File: src/rtl/cpu_pkg.sv
// Shared CPU front-end definitions: fetch FSM encoding and architectural constants.
package cpu_pkg;

    typedef enum logic [1:0] {
        S_IDLE = 2'd0,
        S_REQ  = 2'd1,
        S_WAIT = 2'd2,
        S_HOLD = 2'd3
    } fetch_state_e;

    localparam logic [31:0] RESET_PC_DEFAULT = 32'h0000_0000;
    localparam logic [31:0] NOP_INST         = 32'h0000_0013;

    function automatic logic is_misaligned(input logic [31:0] addr);
        return addr[1:0] != 2'b00;
    endfunction

endpackage

File: src/rtl/ifetch.sv
// Instruction fetch stage: one outstanding memory read, holds the fetched word
// toward decode until accepted, with redirect (flush) and misalignment trapping.
module ifetch
    import cpu_pkg::*;
#(
    parameter logic [31:0] RESET_PC         = RESET_PC_DEFAULT,
    parameter bit          TRAP_ALIGN_CHECK = 1'b1
) (
    input  logic        clk,
    input  logic        rst_n,
    input  logic [31:0] npc,
    input  logic        redirect,
    input  logic [31:0] redirect_pc,
    output logic        imem_req,
    output logic [31:0] imem_addr,
    input  logic        imem_gnt,
    input  logic        imem_rvalid,
    input  logic [31:0] imem_rdata,
    output logic        inst_valid,
    input  logic        inst_ready,
    output logic [31:0] inst,
    output logic [31:0] pc,
    output logic        inst_err,
    output logic [31:0] fetch_cnt
);

    fetch_state_e state_q, state_d;
    logic [31:0]  fetch_pc_q, fetch_pc_d;
    logic [31:0]  pc_q, pc_d;
    logic [31:0]  inst_q, inst_d;
    logic         inst_valid_q, inst_valid_d;
    logic         inst_err_q, inst_err_d;
    logic [31:0]  fetch_cnt_q, fetch_cnt_d;
    logic         drop_q, drop_d;

    logic misaligned;
    logic accept;

    assign misaligned = TRAP_ALIGN_CHECK && is_misaligned(fetch_pc_q);
    assign accept     = inst_valid_q && inst_ready;

    // State register
    always_ff @(posedge clk or negedge rst_n) begin
        if (!rst_n) begin
            state_q <= S_IDLE;
        end else begin
            state_q <= state_d;
        end
    end

    // Next-state logic; redirect wins over every other transition
    always_comb begin
        state_d = state_q;
        unique case (state_q)
            S_IDLE: state_d = S_REQ;
            S_REQ: begin
                if (redirect) begin
                    state_d = (!misaligned && imem_gnt) ? S_WAIT : S_REQ;
                end else if (misaligned) begin
                    state_d = S_HOLD;
                end else if (imem_gnt) begin
                    state_d = S_WAIT;
                end
            end
            S_WAIT: begin
                if (imem_rvalid) begin
                    state_d = (redirect || drop_q) ? S_REQ : S_HOLD;
                end
            end
            S_HOLD: begin
                if (redirect || accept) begin
                    state_d = S_REQ;
                end
            end
            default: state_d = S_IDLE;
        endcase
    end

    // Outputs decoded from state
    always_comb begin
        imem_req  = (state_q == S_REQ) && !misaligned;
        imem_addr = fetch_pc_q;
    end

    // Datapath next-state: fetch address, delivered instruction, drop flag, counter
    always_comb begin
        fetch_pc_d   = fetch_pc_q;
        pc_d         = pc_q;
        inst_d       = inst_q;
        inst_valid_d = inst_valid_q;
        inst_err_d   = inst_err_q;
        fetch_cnt_d  = fetch_cnt_q;
        drop_d       = drop_q;

        unique case (state_q)
            S_IDLE: begin
                if (redirect) begin
                    fetch_pc_d = redirect_pc;
                end
            end
            S_REQ: begin
                if (redirect) begin
                    fetch_pc_d = redirect_pc;
                    if (!misaligned && imem_gnt) begin
                        drop_d = 1'b1;
                    end
                end else if (misaligned) begin
                    inst_d       = NOP_INST;
                    pc_d         = fetch_pc_q;
                    inst_err_d   = 1'b1;
                    inst_valid_d = 1'b1;
                end
            end
            S_WAIT: begin
                // A redirect coincident with rvalid discards that response outright
                if (redirect) begin
                    fetch_pc_d = redirect_pc;
                    drop_d     = !imem_rvalid;
                end else if (imem_rvalid) begin
                    if (drop_q) begin
                        drop_d = 1'b0;
                    end else begin
                        inst_d       = imem_rdata;
                        pc_d         = fetch_pc_q;
                        inst_err_d   = 1'b0;
                        inst_valid_d = 1'b1;
                    end
                end
            end
            S_HOLD: begin
                if (redirect) begin
                    fetch_pc_d   = redirect_pc;
                    inst_valid_d = 1'b0;
                    inst_err_d   = 1'b0;
                end else if (accept) begin
                    fetch_pc_d   = npc;
                    inst_valid_d = 1'b0;
                    inst_err_d   = 1'b0;
                    fetch_cnt_d  = fetch_cnt_q + 32'd1;
                end
            end
            default: ;
        endcase
    end

    always_ff @(posedge clk or negedge rst_n) begin
        if (!rst_n) begin
            fetch_pc_q   <= RESET_PC;
            pc_q         <= RESET_PC;
            inst_q       <= '0;
            inst_valid_q <= 1'b0;
            inst_err_q   <= 1'b0;
            fetch_cnt_q  <= '0;
            drop_q       <= 1'b0;
        end else begin
            fetch_pc_q   <= fetch_pc_d;
            pc_q         <= pc_d;
            inst_q       <= inst_d;
            inst_valid_q <= inst_valid_d;
            inst_err_q   <= inst_err_d;
            fetch_cnt_q  <= fetch_cnt_d;
            drop_q       <= drop_d;
        end
    end

    assign inst_valid = inst_valid_q;
    assign inst       = inst_q;
    assign pc         = pc_q;
    assign inst_err   = inst_err_q;
    assign fetch_cnt  = fetch_cnt_q;

endmodule

File: config.mk
export PLATFORM = sky130hd
export DESIGN_NAME = ifetch
export DESIGN_NICKNAME = d
export VERILOG_FILES = /design/src/rtl/cpu_pkg.sv /design/src/rtl/ifetch.sv
export SDC_FILE = /design/constraint.sdc
export NUM_CORES = 1
export LEC_CHECK = 0
export ABC_AREA = 1
export CAP_MARGIN = 20
export CORE_MARGIN = 1
export CORE_UTILIZATION = 40
export DETAILED_ROUTE_END_ITERATION = 6
export PLACE_DENSITY = 0.81
export SYNTH_ARGS = -nofsm -noshare
export SYNTH_HDL_FRONTEND = slang
export SYNTH_SLANG_ARGS = --single-unit
File: constraint.sdc
create_clock -name clk -period 3.5 [get_ports clk]
set_input_delay 0.35 -clock clk [delete_from_list [all_inputs] [get_ports clk]]
set_output_delay 0.35 -clock clk [all_outputs]
set_load 0.01 [all_outputs]
==> impl_results.md, run 1 <==
- Status: finished, final reports clean
- Fin Setup TNS: 0 ps
- Layout cells sized above 1: 0.1571
- Fin crit share: 0.6867
- Nets@finish: 1,057
- Clk_lat worst skew: 410 ps
- Synth Flop Type: dfrtp_1
- Crit path kind: flop to output port
- Slew margin rel.: 0.2980
- H-tree lvl count: 4
- Global route total overflow: 0
- Yosys warns: 0
- Die width: 129.7 um
- Clock Path Buffers: 2
- Peak fanout along the critical path: 6
- Asr flop ratio synth: 1.000
- Tot GR Track Use: 0.2179
- Worst-Margin Slew: 1053 ps
- Setup Skew: 7.465 ps
- HPWL after DPL: 13,000 um
- Syn Std Cell Area: 6521 sq um
- DR WL/cell: 15.13 um
- Post-Synth XOR/XNOR Area: 0.02283
- R2r setup slk: 1160 ps
- Highest clock rate: 0.4161 GHz
- Power Internal: 4.475 mW
- Critical Path RT: 3150 ps
- Initial antenna violation count: 0
- P&R area growth vs syn: 47.51%
- Reg-to-reg critical path endpoint: pc[13]$_DFFE_PN0P_
- Cells after synthesis: 722
- Diodes inserted: 0
- Post-synthesis adder-cell area fraction: 0.01343
- Root Buffer: clkbuf_16
- Die ar.: 16,820 sq um
- CTS tree: built
- Total core area: 15,890 sq um
- Largest family of logic cells by synthesized area: simple AND/OR/NAND/NOR gates
- Die Y: 129.7 um
- Number of max-cap violations: 0
- Initial Util: 0.4105
- Reg2Reg Depth: 9
- Unrepaired setup endpoints after global routing: no
- Final Cell Area: 9619 sq um
- EDFF count, synth: 0
- Logic gate share of total power: 0.394
- Cell Rows: 46
- Post_cts resized: 0
- VDD IR max: 443.8 uV
- 1st-iter DRT viols: 260
- DRT Pass-1 Iters: 5
- Mux cell area share after synthesis: 0
- Clk slew on worst S/H paths: 60 ps
- Net Switching: 2.338 mW
- Number of global-route vias before repair: 5,316
- Postcts setup bufs: 0
- Placed instance area: 8995 sq um
- WL final: 17,810 um
- Simple-gate area share of the yosys netlist: 0.2189
- Mapped Avg Cell Area: 9.032 sq um
- Fin crit period: 2403 ps
- Setup violators final: 0
- Crit path launch type: flop
- Pleak: 4.248 nW
- Port-buffer cells: 232
- Antenna Nets Post-Route: 0
- # clock sinks: 133
- Compound-cell area share of the yosys netlist: 0.1619
- Slew Viols, Final: 0
- Cts bufs inserted: 17
- Via/cell ratio: 4.766
- Worst flop-to-flop path startpoint: state_q[1]$_DFFE_PN0P_
- Maximum number of pins on one net before global-route repair: 98
- Register area share after synthesis: 0.5104
- Final hold violation count: 0
- Switching portion of total power: 0.3432
- Via count: 5,609
- Yosys cell types: 32
- Register bit count reported by yosys: 133
- Hold Path Class: input pin to async pin
- Pwr dens: 708.3 nW/um^2
- DRC: 0
- Sequential share of power: 0.331
- CP Capture Type: output port
- Post-CTS Hold Fix Bufs: 0
- GP Congestion: 0.8843
- Clock power frac: 0.274
- Mapped Nets: 831
- Arrival @ worst endpoint: 2050 ps
- Wire length of the first global-routing pass: 27,710 um
- Total I/O pin count: 233
layer usage:
metal / wire [um] / part of all wire / global-route usage
met5: 0 / 0 / 0
met4: 386 / 0.022 / 0.08482
met3: 1066 / 0.060 / 0.05615
met2: 8698 / 0.49 / 0.3643
met1: 7656 / 0.43 / 0.2694
power groups by stage:
stage,combinational [mW],clock (mW),sequential [mW]
2_1_floorplan,1.24,0,2.45
3_3_place_gp,2.67,0,2.26
3_5_place_dp,2.72,0,2.27
4_1_cts,2.73,1.91,2.26
5_1_grt,2.94,1.99,2.31
6_report,2.69,1.87,2.26
state kept, by name, summed over array words and instances, names as in the netlist:
| signal | count |
|---|---|
| imem_addr | 32 |
| drop_q | 1 |
| inst_valid | 1 |
| inst_err | 1 |
| inst | 32 |
| fetch_cnt | 32 |
| pc | 32 |
| state_q | 2 |
synthesized netlist by cell type, drive strengths merged, types with 7 or more instances:
master | number | area (sq um)
xnor2 | 10 | 87.58
nor2 | 50 | 244.0
ha | 7 | 87.58
inv | 72 | 270.3
buf | 25 | 175.2
o211ai | 32 | 380.4
dfrtp | 133 | 3328
o21ai | 106 | 639.4
or2 | 33 | 206.5
nand2 | 196 | 758.2
nand3 | 22 | 110.1
xor2 | 7 | 61.31
through the flow:
stage                     hold slack (ps)  utilization  power (mW)  setup slack (ps)  cells
after global placement              470.4       0.5662       4.927             918.3   1145
final                               13.52       0.6055       6.814              1097   1177
after global routing                106.7       0.6055       7.248             928.2   1177
after floorplan                     54.41            -       3.688              1861    722
after CTS                           71.39       0.6055       6.898              1055   1177
after detailed placement            477.1       0.5662       4.994             853.5   1145
cell type report:
type / instances / area, sq um
Fill cell: 1391 / 6266
Sequential cell: 133 / 3328
Multi-Input combinational cell: 485 / 2740
Timing Repair Buffer: 238 / 2381
Clock buffer: 19 / 442.9
Inverter: 73 / 275.3
Tap cell: 216 / 270.3
Clock inverter: 13 / 181.4
worst max-delay path by stage:
stage | cells past startpoint | startpoint | end
2_1_floorplan | 10 | state_q[0]$_DFFE_PN0P_ | inst[4]$_DFFE_PN0P_
3_3_place_gp | 6 | redirect | imem_addr[28]$_DFFE_PN0P_
3_5_place_dp | 6 | redirect | imem_addr[26]$_DFFE_PN0P_
4_1_cts | 5 | state_q[1]$_DFFE_PN0P_ | imem_req
5_1_grt | 9 | state_q[1]$_DFFE_PN0P_ | pc[13]$_DFFE_PN0P_
6_report | 5 | state_q[1]$_DFFE_PN0P_ | imem_req
placed cells by master, fill, tap and decap left out, types with 7 or more instances in the layout:
cell type	instances
xor2_1	7
clkbuf_16	17
clkdlybuf4s50_1	231
inv_1	70
nor2_1	41
nand3_1	21
ha_1	7
o21ai_2	29
dfrtp_1	133
o21ai_1	68
nand2_1	189
o211ai_2	28
or2_2	33
o21ai_0	9
xnor2_1	10
kinds of logic after synthesis:
logic type,count (synthesis)
and+or+nand+nor,317
AOI/OAI and AO/OA,144
DFF,133
buffers and inverters,104
xor gates and xnor gates,17
adders and majority gates,7
worst max-delay path: stages (launching register included):
cell and delay, ps:
dfrtp_1 450, inv_1 110, ha_1 230, nand2_1 130, inv_1 140, clkdlybuf4s50_1 570
No activity file was read; power rests on OpenSTA's default activity.
==> run 2: changes to the inputs <==
==> constraint.sdc (replaced) <==
create_clock -name clk -period 2.5 [get_ports clk]
set_input_delay 0.25 -clock clk [delete_from_list [all_inputs] [get_ports clk]]
set_output_delay 0.25 -clock clk [all_outputs]
set_load 0.01 [all_outputs]
==> impl_results.md, run 2 (synthesis gave the netlist of run 1 again) <==
- Status: finished, final reports clean
- Logic gate share of total power: 0.403
- Multi-input logic area: 2740 sq um
- Number of global-route vias before repair: 5,474
- Met1 wire length: 7772 um
- Fin crit share: 0.9187
- Setup Skew: 7.057 ps
- Clock Path Buffers: 2
- Sequential share of power: 0.325
- Reg area: 3328 sq um
- Placed instance area: 9092 sq um
- Via count: 5,682
- Via/cell ratio: 4.791
- Slew margin rel.: 0.6367
- Layout cells sized above 1: 0.1629
- Initial antenna violation count: 0
- Slew Viols, Final: 0
- 1st-iter DRT viols: 251
- Global route total overflow: 0
- Fin crit period: 2297 ps
- Clk_lat worst skew: 410 ps
- # clock sinks: 133
- Postcts setup bufs: 0
- Cts bufs inserted: 17
- Net Switching: 3.336 mW
- Highest clock rate: 0.4354 GHz
- End of the critical path: imem_req
- Critical Path RT: 2250 ps
- Setup violators final: 0
- Fin Setup TNS: 0 ps
- Die width: 129.7 um
- Wire length of the first global-routing pass: 27,720 um
- WL final: 18,000 um
- Worst setup path start: state_q[1]$_DFFE_PN0P_
- Maximum number of pins on one net before global-route repair: 61
- DRC: 0
- Initial Util: 0.4105
- Number of fill cells: 1,318
- Nets@finish: 1,066
- Arrival @ worst endpoint: 2050 ps
- Die Y: 129.7 um
- CTS tree: built
- Crit path launch type: flop
- Pleak: 4.294 nW
- Port-buffer cells: 232
- Commonest cells after routing, fill and taps aside: clkdlybuf4s50_1, nand2_1, dfrtp_1, inv_1, o21ai_1
- Max Used Layer: met4
- Met2 routed WL: 8816 um
- Clk slew on worst S/H paths: 60 ps
- Met3 WL: 937 um
- H-tree lvl count: 4
- Clock power frac: 0.272
- Die ar.: 16,820 sq um
- Final Cell Area: 9727 sq um
- Crit path kind: flop to output port
- Total core area: 15,890 sq um
- Peak fanout along the critical path: 6
- Hold Path Class: input pin to async pin
- HPWL after DPL: 13,190 um
- DRT Pass-1 Iters: 4
- Cell Rows: 46
- Reg-to-reg critical path endpoint: inst[8]$_DFFE_PN0P_
- Antenna Nets Post-Route: 0
- Post-CTS Hold Fix Bufs: 1
- Power Internal: 6.370 mW
- P&R area growth vs syn: 49.16%
- Number of max-cap violations: 0
- R2r setup slk: 370 ps
- Worst-Margin Slew: 545.0 ps
- Final hold violation count: 0
- Diodes inserted: 0
- DR WL/cell: 15.18 um
- VDD IR max: 439.3 uV
- GP Congestion: 0.9008
- Tot GR Track Use: 0.2173
- Pwr dens: 997.9 nW/um^2
- CP Capture Type: output port
- Switching portion of total power: 0.3437
- Worst flop-to-flop path startpoint: state_q[1]$_DFFE_PN0P_
- Root Buffer: clkbuf_16
- Total I/O pin count: 233
- Reg2Reg Depth: 9
- Commonest non-fill, non-tap cell in the layout: clkdlybuf4s50_1
- Unrepaired setup endpoints after global routing: no
- Post_cts resized: 0
-- run 2: cell count changes in the layout (fill, tap and decap cells not counted) --
| cell | previous run | this run |
|---|---|---|
| clkinv_2 | 5 | 3 |
| clkbuf_1 | 1 | 2 |
| buf_12 | 1 | 4 |
| inv_6 | 0 | 1 |
| buf_4 | 5 | 10 |
| clkinvlp_4 | 2 | 4 |
| clkinv_4 | 3 | 1 |
| dlygate4sd3_1 | 0 | 1 |
-- run 2: critical path, cell delays in order (launching register included) --
cell,delay [ps]
dfrtp_1,440
inv_1,110
ha_1,250
nand2_1,130
inv_1,150
clkdlybuf4s50_1,560
-- run 2: worst min-delay path by stage --
stage                               endpoint  cells after the start
after floorplan           drop_q$_DFFE_PN0P_                      0
after global placement     pc[5]$_DFFE_PN0P_                      1
after detailed placement   pc[5]$_DFFE_PN0P_                      1
after CTS                  pc[5]$_DFFE_PN0P_                      2
after global routing       pc[5]$_DFFE_PN0P_                      2
final                      pc[5]$_DFFE_PN0P_                      2
-- run 2: power groups by stage --
stage / Combinational (mW) / Sequential, mW / Clock [mW]
after CTS: 3.97 / 3.15 / 2.68
after global placement: 3.87 / 3.16 / 0
final: 3.91 / 3.15 / 2.64
after detailed placement: 3.95 / 3.18 / 0
after floorplan: 1.73 / 3.43 / 0
after global routing: 4.25 / 3.22 / 2.78
-- run 2: area by class of cell --
type                    count  share of cell area
well taps                 216             0.02778
clock buffers              20             0.04592
repair buffers            247              0.2559
multi-input cells         485              0.2817
flip-flops and latches    133              0.3422
clock inverters            12             0.01827
inverters                  73             0.02830
-- run 2: metrics by stage --
| stage | hold WS, ps | power (mW) | utilization | setup WS (ps) | std cells |
|---|---|---|---|---|---|
| final | 348.6 | 9.706 | 0.6123 | 203.2 | 1186 |
| after global routing | 387.5 | 10.25 | 0.6123 | 73.74 | 1186 |
| after CTS | 356.8 | 9.811 | 0.6123 | 170.1 | 1186 |
| after detailed placement | 234.2 | 7.133 | 0.5724 | 357.5 | 1153 |
| after global placement | 229.5 | 7.037 | 0.5724 | 439.4 | 1153 |
| after floorplan | -45.59 | 5.163 | - | 860.8 | 722 |
-- run 2: layer usage --
layer | global-route usage | vias to the layer above
met3 | 0.04459 | 29
li1 | - | 2799
met1 | 0.2691 | 2678
met2 | 0.3643 | 176
met4 | 0.1005 | 0
met5 | 0 | -
==> run 3: changes to the inputs <==
--- a/config.mk
+++ b/config.mk
@@ -7,10 +7,13 @@
 export LEC_CHECK = 0
 export ABC_AREA = 1
 export CAP_MARGIN = 20
+export CELL_PAD_IN_SITES_DETAIL_PLACEMENT = 1
+export CELL_PAD_IN_SITES_GLOBAL_PLACEMENT = 1
 export CORE_MARGIN = 1
-export CORE_UTILIZATION = 40
+export CORE_UTILIZATION = 33
 export DETAILED_ROUTE_END_ITERATION = 6
-export PLACE_DENSITY = 0.81
+export GPL_ROUTABILITY_DRIVEN = 0
+export PLACE_DENSITY = 0.88
 export SYNTH_ARGS = -nofsm -noshare
 export SYNTH_HDL_FRONTEND = slang
 export SYNTH_SLANG_ARGS = --single-unit
==> impl_results.md, run 3 (synthesis gave the netlist of run 1 again) <==
- Status: finished, final reports clean
- Sequential share of power: 0.333
- H-tree lvl count: 4
- CP Cell Sequence: inv_1 -> ha_1 -> nand2_1 -> inv_1 -> clkdlybuf4s50_1
- Die ar.: 20,330 sq um
- Final setup margin: 193.3 ps
- Number of global-route vias before repair: 6,280
- Initial antenna violation count: 0
- Tot GR Track Use: 0.2181
- Reg area: 3328 sq um
- Multi-input logic area: 2740 sq um
- Total I/O pin count: 233
- Clk slew on worst S/H paths: 60 ps
- Final hold violation count: 0
- Cell Rows: 51
- Crit-path leading delay family: buffers and inverters
- Unrepaired setup endpoints after global routing: no
- Slew margin rel.: 0.6348
- Layout cells sized above 1: 0.1605
- Fin crit period: 2307 ps
- Switching portion of total power: 0.3680
- Slew Viols, Final: 0
- Worst slack, placed: 349.6 ps
- Initial Util: 0.3362
- 1st-iter DRT viols: 170
- Worst flop-to-flop path startpoint: state_q[1]$_DFFE_PN0P_
- Root Buffer: clkbuf_16
- P&R area growth vs syn: 48.79%
- Via/cell ratio: 4.706
- # clock sinks: 133
- Highest clock rate: 0.4335 GHz
- Arrival @ worst endpoint: 2060 ps
- Net Switching: 3.497 mW
- CP max stage delay: 610 ps
- Antenna Nets Post-Route: 0
- VDD IR max: 572.3 uV
- Worst setup path start: state_q[1]$_DFFE_PN0P_
- CTS tree: built
- Max Used Layer: met4
- Wire length of the first global-routing pass: 33,580 um
- Most Frequent Cell on Critical Path: inv_1
- Peak fanout along the critical path: 6
- Pwr dens: 979.4 nW/um^2
- Commonest cells after routing, fill and taps aside: clkdlybuf4s50_1, nand2_1, dfrtp_1, inv_1, o21ai_1
- Clk_lat worst skew: 420 ps
- Via count: 5,793
- Slowest cell on crit path: clkdlybuf4s50_1
- Global route total overflow: 0
- Cts bufs inserted: 17
- Met2 routed WL: 10,670 um
- Number of max-cap violations: 0
- DR WL/cell: 17.19 um
- Crit path launch type: flop
- Number of fill cells: 2,295
- Clock Path Buffers: 2
- Clock power frac: 0.254
- Maximum number of pins on one net before global-route repair: 115
- Die width: 142.6 um
- Met3 WL: 1003 um
- WL final: 21,170 um
- Hold Path Class: input pin to async pin
- Total core area: 19,400 sq um
- Crit path kind: flop to output port
- DRT Pass-1 Iters: 4
- Pleak: 4.249 nW
- HPWL after DPL: 16,090 um
- Critical Path RT: 2250 ps
- Worst-Margin Slew: 547.9 ps
- CP Capture Type: output port
- Met1 wire length: 8637 um
- Setup violators final: 0
- Post_cts resized: 0
- Port-buffer cells: 232
- Logic gate share of total power: 0.413
- Commonest non-fill, non-tap cell in the layout: clkdlybuf4s50_1
- Fin crit share: 0.9227
- Die Y: 142.6 um
- Power Internal: 6.006 mW
- Setup Skew: 12.76 ps
- Buf/Inv on CP: 3
- Diodes inserted: 0
- Nets@finish: 1,062
- Fin Setup TNS: 0 ps
- DRC: 0
[run 3: timing repair]
action,in CTS,in global routing
hold buffers,1,0
endpoints found under the hold margin,52,0
buffers inserted,0,0
[run 3: layout make-up]
type                       instances  area share
sequential                       133      0.3430
multi-input combinational        485      0.2824
timing repair buffer             243      0.2534
clock buffer                      19     0.04565
tap                              265     0.03417
inverter                          73     0.02837
clock inverter                    13     0.01302
[run 3: power groups by stage]
stage / Clock (mW) / Combinational, mW / Sequential (mW)
after global routing: 2.57 / 4.30 / 3.25
after detailed placement: 0 / 3.95 / 3.20
after CTS: 2.47 / 3.99 / 3.18
after global placement: 0 / 3.82 / 3.18
final: 2.41 / 3.93 / 3.17
after floorplan: 0 / 1.73 / 3.43
[run 3: path summary, 6_finish.rpt]
kind	to	slack, ps	cells after the start
max	imem_req	190	5
min	inst[5]$_DFFE_PN0P_	350	2
max reg2reg	pc[11]$_DFFE_PN0P_	370	9
min reg2reg	inst[11]$_DFFE_PN0P_	480	2
max in group asynchronous	pc[13]$_DFFE_PN0P_	1460	3
min in group clk	inst[31]$_DFFE_PN0P_	390	3
[run 3: per-layer routing]
layer,vias up,global-route usage
met5,-,0
met4,0,0.1154
met3,49,0.04778
met2,154,0.3769
met1,2804,0.2520
li1,2786,-
[run 3: stage by stage]
| stage | power [mW] | hold slack [ps] | area, sq um | utilization | instances |
|---|---|---|---|---|---|
| 2_1_floorplan | 5.163 | -45.59 | 6521 | - | 722 |
| 3_3_place_gp | 7.001 | 243.5 | 9124 | 0.4703 | 1198 |
| 3_5_place_dp | 7.155 | 250.2 | 9124 | 0.4703 | 1198 |
| 4_1_cts | 9.632 | 371.6 | 9703 | 0.5002 | 1231 |
| 5_1_grt | 10.11 | 386.2 | 9703 | 0.5002 | 1231 |
| 6_report | 9.503 | 349.2 | 9703 | 0.5002 | 1231 |
